--- config.mk ---
export PLATFORM = sky130hd
export DESIGN_NAME = game_round_ctrl
export DESIGN_NICKNAME = d
export VERILOG_FILES = /design/src/rtl/game_round_ctrl.sv
export SDC_FILE = /design/constraint.sdc
export NUM_CORES = 1
export LEC_CHECK = 0
export BUFFER_PORTS_ARGS = -buffer_cell sky130_fd_sc_hd__buf_2
export CAP_MARGIN = 20
export CORE_MARGIN = 2
export CORE_UTILIZATION = 25
export DETAILED_ROUTE_END_ITERATION = 6
export SLEW_MARGIN = 20
export SYNTH_ARGS = -nofsm -noshare
export SYNTH_HDL_FRONTEND = slang
export SYNTH_SLANG_ARGS = --single-unit
--- constraint.sdc ---
create_clock -name clk -period 2.6 [get_ports clk]
set_input_delay 0.52 -clock clk [delete_from_list [all_inputs] [get_ports clk]]
set_output_delay 0.52 -clock clk [all_outputs]
set_load 0.01 [all_outputs]
--- src/rtl/game_round_ctrl.sv ---
// game_round_ctrl: round sequencer for the UART word-guess game.
// Latches the secret word, takes guess letters from the UART receive buffer,
// scores them against the word, and drives the round status LEDs.
//
// Handshake: ready is a level "msg valid" flag with no backpressure. One
// rising edge of ready is one guess, sampled together with msg on that clock.
// Edges that arrive outside WAIT_GUESS are dropped, not queued. A ready held
// high for many cycles still counts as one guess.
//
// state_dbg encoding: 0 IDLE, 1 WAIT_GUESS, 2 CHECK, 3 SHOW, 4 WIN, 5 LOSS.
module game_round_ctrl #(
  parameter int MAX_MISS    = 6,
  parameter int BUSY_CYCLES = 10000
) (
  input  logic        clk,
  input  logic        nRst,
  input  logic [39:0] setWord,
  input  logic        toggle_state,
  input  logic        gameEnd_host,
  input  logic [7:0]  msg,
  input  logic        ready,
  output logic [7:0]  letter,
  output logic [4:0]  indexCorrect,
  output logic [2:0]  correct,
  output logic [2:0]  incorrect,
  output logic        mistake,
  output logic        red_busy,
  output logic        err_LED,
  output logic        blue,
  output logic        green,
  output logic        red,
  output logic [2:0]  state_dbg
);

  localparam int             CW        = $clog2(BUSY_CYCLES + 1);
  localparam logic [CW-1:0]  BUSY_LOAD = CW'(BUSY_CYCLES - 1);
  localparam logic [2:0]     MISS_MAX  = 3'(MAX_MISS);

  typedef enum logic [2:0] {
    S_IDLE  = 3'd0,
    S_WAIT  = 3'd1,
    S_CHECK = 3'd2,
    S_SHOW  = 3'd3,
    S_WIN   = 3'd4,
    S_LOSS  = 3'd5
  } state_t;

  state_t        state;
  logic [39:0]   word_r;
  logic [25:0]   used;
  logic [CW-1:0] busy_cnt;
  logic          ready_q;
  logic          tog_q;

  logic          ready_rise;
  logic          tog_rise;
  logic          start_round;
  logic          msg_valid;
  logic [4:0]    letter_idx;
  logic          msg_dup;
  logic [4:0]    hit;

  assign ready_rise = ready & ~ready_q;
  assign tog_rise   = toggle_state & ~tog_q;
  assign state_dbg  = state;

  // Revealed-position count; the only unregistered output.
  assign correct = {2'b00, indexCorrect[0]} + {2'b00, indexCorrect[1]} +
                   {2'b00, indexCorrect[2]} + {2'b00, indexCorrect[3]} +
                   {2'b00, indexCorrect[4]};

  // Guess classification and per-position match against the latched word.
  always_comb begin
    start_round = 1'b0;
    msg_valid   = (msg >= 8'h41) && (msg <= 8'h5A);
    // For 'A'..'Z' the low five bits run 1..26, so subtract one for the slot.
    letter_idx  = msg[4:0] - 5'd1;
    msg_dup     = msg_valid && used[letter_idx];
    for (int i = 0; i < 5; i++) begin
      hit[i] = (word_r[8*i +: 8] == letter);
    end
    // A restart is honoured everywhere except while a guess is being scored.
    if (tog_rise && (state != S_CHECK) && (state != S_SHOW)) begin
      start_round = 1'b1;
    end
  end

  // Round FSM with registered LED outputs; abort beats restart beats guesses.
  always_ff @(posedge clk or negedge nRst) begin
    if (!nRst) begin
      state        <= S_IDLE;
      word_r       <= '0;
      used         <= '0;
      busy_cnt     <= '0;
      ready_q      <= 1'b0;
      tog_q        <= 1'b0;
      letter       <= '0;
      indexCorrect <= '0;
      incorrect    <= '0;
      mistake      <= 1'b0;
      red_busy     <= 1'b0;
      err_LED      <= 1'b0;
      blue         <= 1'b0;
      green        <= 1'b0;
      red          <= 1'b0;
    end else begin
      ready_q <= ready;
      tog_q   <= toggle_state;
      if (gameEnd_host) begin
        state        <= S_IDLE;
        word_r       <= '0;
        used         <= '0;
        busy_cnt     <= '0;
        letter       <= '0;
        indexCorrect <= '0;
        incorrect    <= '0;
        mistake      <= 1'b0;
        red_busy     <= 1'b0;
        err_LED      <= 1'b0;
        blue         <= 1'b0;
        green        <= 1'b0;
        red          <= 1'b0;
      end else if (start_round) begin
        state        <= S_WAIT;
        word_r       <= setWord;
        used         <= '0;
        busy_cnt     <= '0;
        letter       <= '0;
        indexCorrect <= '0;
        incorrect    <= '0;
        mistake      <= 1'b0;
        red_busy     <= 1'b0;
        err_LED      <= 1'b0;
        blue         <= 1'b1;
        green        <= 1'b0;
        red          <= 1'b0;
      end else begin
        case (state)
          S_WAIT: begin
            if (ready_rise) begin
              if (!msg_valid || msg_dup) begin
                err_LED <= 1'b1;
              end else begin
                letter   <= msg;
                used     <= used | (26'd1 << letter_idx);
                err_LED  <= 1'b0;
                red_busy <= 1'b1;
                state    <= S_CHECK;
              end
            end
          end
          S_CHECK: begin
            indexCorrect <= indexCorrect | hit;
            if (hit == 5'b00000) begin
              mistake <= 1'b1;
              if (incorrect != MISS_MAX) begin
                incorrect <= incorrect + 3'd1;
              end
            end else begin
              mistake <= 1'b0;
            end
            busy_cnt <= BUSY_LOAD;
            state    <= S_SHOW;
          end
          S_SHOW: begin
            if (busy_cnt == '0) begin
              red_busy <= 1'b0;
              if (&indexCorrect) begin
                blue  <= 1'b0;
                green <= 1'b1;
                state <= S_WIN;
              end else if (incorrect == MISS_MAX) begin
                blue  <= 1'b0;
                red   <= 1'b1;
                state <= S_LOSS;
              end else begin
                state <= S_WAIT;
              end
            end else begin
              busy_cnt <= busy_cnt - 1'b1;
            end
          end
          default: begin
            // IDLE, WIN and LOSS hold until a restart or an abort.
          end
        endcase
      end
    end
  end

endmodule

==> results of run 1 <==
-- layer usage --
layer,track usage,vias up,wire length [um]
met5,0,-,13
met4,0.0446,2,314
met3,0.0242,19,666
met2,0.210,90,7390
met1,0.184,2380,7370
li1,-,2391,-
-- timing repair --
action,4_1_cts,5_1_grt
pin swaps,1,2
buffers inserted,2,0
hold buffers,0,0
resized for setup,1,2
endpoints found under the setup margin,1,1
-- state kept, by name, indices dropped and copies added, names as in the netlist --
name	flops
err_LED	1
used	26
incorrect	3
red_busy	1
letter	8
blue	1
word_r	40
ready_q	1
tog_q	1
indexCorrect	5
mistake	1
red	1
green	1
state_dbg	3
busy_cnt	14
-- worst max-delay path, delay by kind of cell, from the launching register on --
| family | cells | cell delay, ns |
|---|---|---|
| flip-flops | 1 | 0.41 |
| adder cells (fa/ha/maj) | 3 | 1.19 |
| buffers and inverters | 1 | 0.09 |
-- kinds of logic after synthesis --
kind of cell	after synthesis	share of synthesized area
AND/OR/NAND/NOR	261	0.213
AO/OA/AOI/OAI	141	0.153
buffers and inverters	51	0.0373
XOR/XNOR	50	0.0760
flip-flops	107	0.464
adder cells (fa/ha/maj)	14	0.0330
multiplexers	11	0.0234
-- power by group --
group          switching, mW  internal, mW  total [mW]
clock network          0.710         0.686        1.40
registers             0.0423          1.71        1.75
logic                  0.332         0.212       0.544
-- layout make-up --
type | count | area (sq um) | share of cell area
clock buffers | 9 | 225 | 0.0317
multi-input cells | 477 | 2940 | 0.414
clock inverters | 7 | 76.3 | 0.0107
well taps | 285 | 357 | 0.0502
flip-flops and latches | 107 | 2680 | 0.377
repair buffers | 123 | 795 | 0.112
inverters | 8 | 32.5 | 0.00458
-- cells in the mapped netlist (4+ instances only) --
cell type	count	share of area
nand2_1	117	0.076
dfrtp_1	107	0.46
a21oi_1	67	0.058
nor2_1	41	0.027
xnor2_1	34	0.052
o21ai_0	30	0.026
clkbuf_1	28	0.018
nand3_1	21	0.018
nand4_1	19	0.021
xor2_1	16	0.024
buf_2	13	0.011
nor3_1	13	0.011
ha_1	12	0.026
and2_1	9	0.0098
mux2i_1	9	0.016
a32o_1	8	0.014
inv_1	8	0.0052
nand2b_1	7	0.0076
nor2b_1	7	0.0076
o211ai_1	6	0.0078
nor4_1	5	0.0054
o31ai_1	5	0.0065
a31oi_1	4	0.0043
and3_1	4	0.0043
o21a_1	4	0.0052
-- through the flow --
step | hold WS [ns] | setup WS, ns | util | std cells | setup TNS (ns)
floorplan | 0.224 | 0.00534 | - | 635 | 0
global placement | 0.457 | 0.0333 | 0.299 | 998 | 0
detailed placement | 0.463 | -0.0404 | 0.299 | 998 | -0.0421
CTS | 0.114 | 0.0287 | 0.313 | 1016 | 0
global route | 0.139 | -0.0218 | 0.314 | 1016 | -0.0218
finish | 0.112 | 0.0388 | 0.314 | 1016 | 0
-- worst paths after layout --
check	to	slack, ns	from	depth (start not counted)
max	correct[1]	0.04	indexCorrect[0]	4
min	indexCorrect[4]	0.11	nRst	1
max reg2reg	incorrect[1]	0.32	letter[0]	6
min reg2reg	busy_cnt[13]	0.48	busy_cnt[13]	1
max in group asynchronous	word_r[3]	1.77	nRst	2
min in group clk	ready_q	0.27	ready	1
==> flow_metrics.tcl, run 1 <==
set metrics [dict create \
    status "finished clean" \
    overflow 0 \
    path_clk_slew_ns 0.08 \
    worst_path_arrival_time_ns 2.04 \
    setup_repair_after_global_routing_missed_its_margin "true" \
    gpl.final_weighted_congestion 0.799 \
    power_per_cell_area_nw_per_um2 520 \
    insertedDiodeCount 0 \
    ys.warnings.count 0 \
    synthCells 635 \
    numPortBuffers 80 \
    layout.cells.most_common "nand2_1" \
    drv_cap 0 \
    finalCriticalPeriod_ns 2.56 \
    maximum_number_of_pins_on_one_net_before_global_route_repair 50 \
    finalClockSkew_ns 0.0196 \
    power_leakage_nw 3.18 \
    total_power_mw 3.69 \
    maxSlewViolCount 0 \
    io_pins 81 \
    initial_core_util 0.255 \
    worst_skew_pair.late_latency_ns 0.36 \
    post_drt_via_cell_ratio 4.81 \
    routed_wire_length_per_instance_um 15.5 \
    finalHoldViolations 0 \
    dpl_cell_area_sq_um 6770 \
    ys_ff_latch 107 \
    setup_violations 0 \
    fmaxAchievable_mhz 390 \
    yosysSeqAreaShare 0.464 \
    synth_area_sq_um 5770 \
    number_of_sinks_handled_by_clock_tree_synthesis 107 \
    post_detail_place_hpwl_mm 11.4 \
    cts.path.max_buffers 2 \
    yosysUniqueCellTypes 49 \
    rows 55 \
    vias 4882 \
    final_layout_size_suffix_gt1_frac 0.216 \
    area_growth_pct 23.3 \
    cts.root.buffer_cell "clkbuf_16" \
    cell_chain_critical_path "fa_1, fa_2, ha_4, buf_6" \
    max_slew.worst_pin.slew_ns 0.517 \
    worst_slew_margin_rel 0.652 \
    fin_crit_sh 0.985 \
    critPathCaptureType "output port" \
    ys.flop_type "dfrtp_1" \
    min-delay-path-class "in -> async" \
    slowest_stage "fa_1" \
    core_sq_um 22600 \
    grt_pass1_wl_mm 25.6 \
    routed_wl_mm 15.8 \
    globalRouteTotalUtil 0.133 \
    iteration_0_drc_markers 338 \
    worstPathMaxFanout 2 \
    die-area_sq_um 24300 \
    worst_setup_path_start_kind "register" \
    post_synth.cell_area_avg_sq_um 9.08 \
    detail_route.first_pass.iterations 4 \
    tritoncts_clock_tree "done" \
    worst_case_vdd_ir_drop_uv 357 \
    synth-edff-count 0 \
    num_cts_buffers 9 \
    die_h_um 156 \
    final_antenna_net_count 0 \
    cts.htree.levels 3 \
    nFillCells 2332 \
    post-route-drc-count 0 \
    synth_nets 702 \
    asyncSetResetFlopFracSynth 1.00 \
    path_class "reg -> out" \
    mostFrequentLayoutCells "117 x nand2_1, 107 x dfrtp_1, 78 x buf_2, 67 x a21oi_1, 40 x nor2_1" \
    cp.required_ns 2.08 \
    critical_path.max_stage_delay_ns 0.52 \
    chipWidth_um 156 \
    final_net_count 793 \
    antenna_found_initial 1 \
    first_global_vias 4772 \
    finalInstanceArea_sq_um 7110 \
]
Power figures use the tool's default switching activity.
==> run 2, diff against run 1 <==
Settings changed: HOLD_SLACK_MARGIN set to 0.15, RECOVER_POWER set to 25.
==> run 2 against run 1 <==
Net effect:
- sequential cell count is the same
- combinational power about the same
- worst setup slack better by 0.0025 ns
- design area down 0.12%
- maximum frequency barely moved
- routed wire length up 0.27%
- total power is 0.19% lower
- clock power is essentially flat
==> flow_metrics.tcl, run 2 (synthesis results as in run 1) <==
set metrics [dict create \
    largest_register_ffs 40 \
    routed_wire_length_per_instance_um 15.5 \
    max_slew.worst_pin.slew_ns 0.879 \
    post_detail_place_hpwl_mm 11.4 \
    critical_path.max_stage_delay_ns 0.52 \
    fmaxAchievable_mhz 391 \
    worst_skew_pair.late_latency_ns 0.36 \
    critical-path-top-delay-family "adder cells" \
    slowest_stage "fa_1" \
    final-seq-area_sq_um 2680 \
    largest_registers "word_r: 40 flops, used: 26 flops, busy_cnt: 14 flops" \
    drv_cap 0 \
    worst_path_arrival_time_ns 2.04 \
    finalInstanceArea_sq_um 7100 \
    route.layer.met1.wl_mm 7.35 \
    top_layer_used "met5" \
    mostFrequentLayoutCells "117 x nand2_1, 107 x dfrtp_1, 75 x buf_2, 67 x a21oi_1, 40 x nor2_1" \
    rows 55 \
    tritoncts_clock_tree "done" \
    vias 4897 \
    post_drt_via_cell_ratio 4.82 \
    totalNegativeSetupSlack_ns 0 \
    number_of_sinks_handled_by_clock_tree_synthesis 107 \
    overflow 0 \
    cts.path.max_buffers 2 \
    met3_length_um 641 \
    final_antenna_net_count 0 \
    maximum_number_of_pins_on_one_net_before_global_route_repair 50 \
    globalRouteTotalUtil 0.133 \
    finalHoldViolations 0 \
    nFillCells 2335 \
    layout.cells.most_common "nand2_1" \
    antenna_found_initial 1 \
    dp_cells 998 \
    final-instance-count-excl-fill 1017 \
    cp.required_ns 2.08 \
    finalClockSkew_ns 0.0200 \
    io_pins 81 \
    path_class "reg -> out" \
    routed-wl-met2_mm 7.49 \
    chipWidth_um 156 \
    min-delay-path-class "in -> reg" \
    setup_violations 0 \
    worst_setup_path_start_kind "register" \
    fin_crit_sh 0.984 \
    iteration_0_drc_markers 322 \
    area_growth_pct 23.1 \
    power_per_cell_area_nw_per_um2 520 \
    die-area_sq_um 24300 \
    initial_core_util 0.255 \
    die_h_um 156 \
    cts.htree.levels 3 \
    core_sq_um 22600 \
    num_cts_buffers 9 \
    status "finished clean" \
    gpl.final_weighted_congestion 0.799 \
    post-route-drc-count 0 \
    worst_slew_margin_rel 0.414 \
    first_global_vias 4778 \
    numPortBuffers 80 \
    worstPathMaxFanout 2 \
    final_net_count 794 \
    critical_path_buffer_and_inverter_count 1 \
    critPathCaptureType "output port" \
    insertedDiodeCount 0 \
    finalCriticalPeriod_ns 2.56 \
    final_layout_size_suffix_gt1_frac 0.212 \
    cell_chain_critical_path "fa_1, fa_2, ha_4, buf_6" \
    power_leakage_nw 3.17 \
    total_power_mw 3.69 \
    grt_pass1_wl_mm 25.6 \
    worst_case_vdd_ir_drop_uv 357 \
    detail_route.first_pass.iterations 5 \
    dpl_cell_area_sq_um 6770 \
    multi_input_area_sq_um 2940 \
    maxSlewViolCount 0 \
    routed_wl_mm 15.8 \
    setup_repair_after_global_routing_missed_its_margin "true" \
    cts.root.buffer_cell "clkbuf_16" \
    register_containing_the_most_flip_flops_in_the_final_layout "word_r" \
    path_clk_slew_ns 0.08 \
    fin_util 0.314 \
]
-- run 2: cell count changes in the layout (fill, tap and decap cells not counted) --
cell / change
buf_2: -3
clkbuf_1: +3
buf_12: -1
buf_4: -1
clkbuf_2: +1
clkbuf_4: +1
dlygate4sd3_1: +1
-- run 2: timing repair --
item,in CTS,in global routing
buffers inserted,2,0
pin swaps,1,2
hold endpoints to repair,33,0
gates resized for setup,1,2
setup endpoints to repair,1,1
hold buffers,1,0
-- run 2: stage by stage --
step | setup slack (ns) | hold slack (ns)
3_5_place_dp | -0.0404 | 0.463
4_1_cts | 0.0287 | 0.261
2_1_floorplan | 0.00534 | 0.224
5_1_grt | -0.0218 | 0.265
6_report | 0.0413 | 0.272
3_3_place_gp | 0.0333 | 0.457
-- run 2: metal layers --
metal  global-route usage  vias up
met1                0.184     2393
met3               0.0242       19
met5                    0        -
met4               0.0446        2
met2                0.210       92
li1                     -     2391
-- run 2: area by class of cell --
class                   instances  area share
clock inverters                 7      0.0108
inverters                       8     0.00458
flip-flops and latches        107       0.377
repair buffers                124       0.111
well taps                     285      0.0502
multi-input cells             477       0.415
clock buffers                   9      0.0317
-- run 2: report_power, final --
part           internal (mW)  total, mW  switching (mW)
sequential              1.71       1.75          0.0423
clock                  0.686       1.39           0.705
combinational          0.210      0.542           0.332
-- run 2: worst paths after layout --
kind / startpoint / to / slack (ns) / depth (start not counted)
worst max-delay path: indexCorrect[0] / correct[1] / 0.04 / 4
worst min-delay path: ready / ready_q / 0.27 / 1
worst max register to register: letter[3] / incorrect[1] / 0.32 / 6
worst min register to register: used[10] / used[10] / 0.48 / 2
max in group asynchronous: nRst / used[13] / 0.49 / 3
min in group asynchronous: nRst / indexCorrect[4] / 0.82 / 2
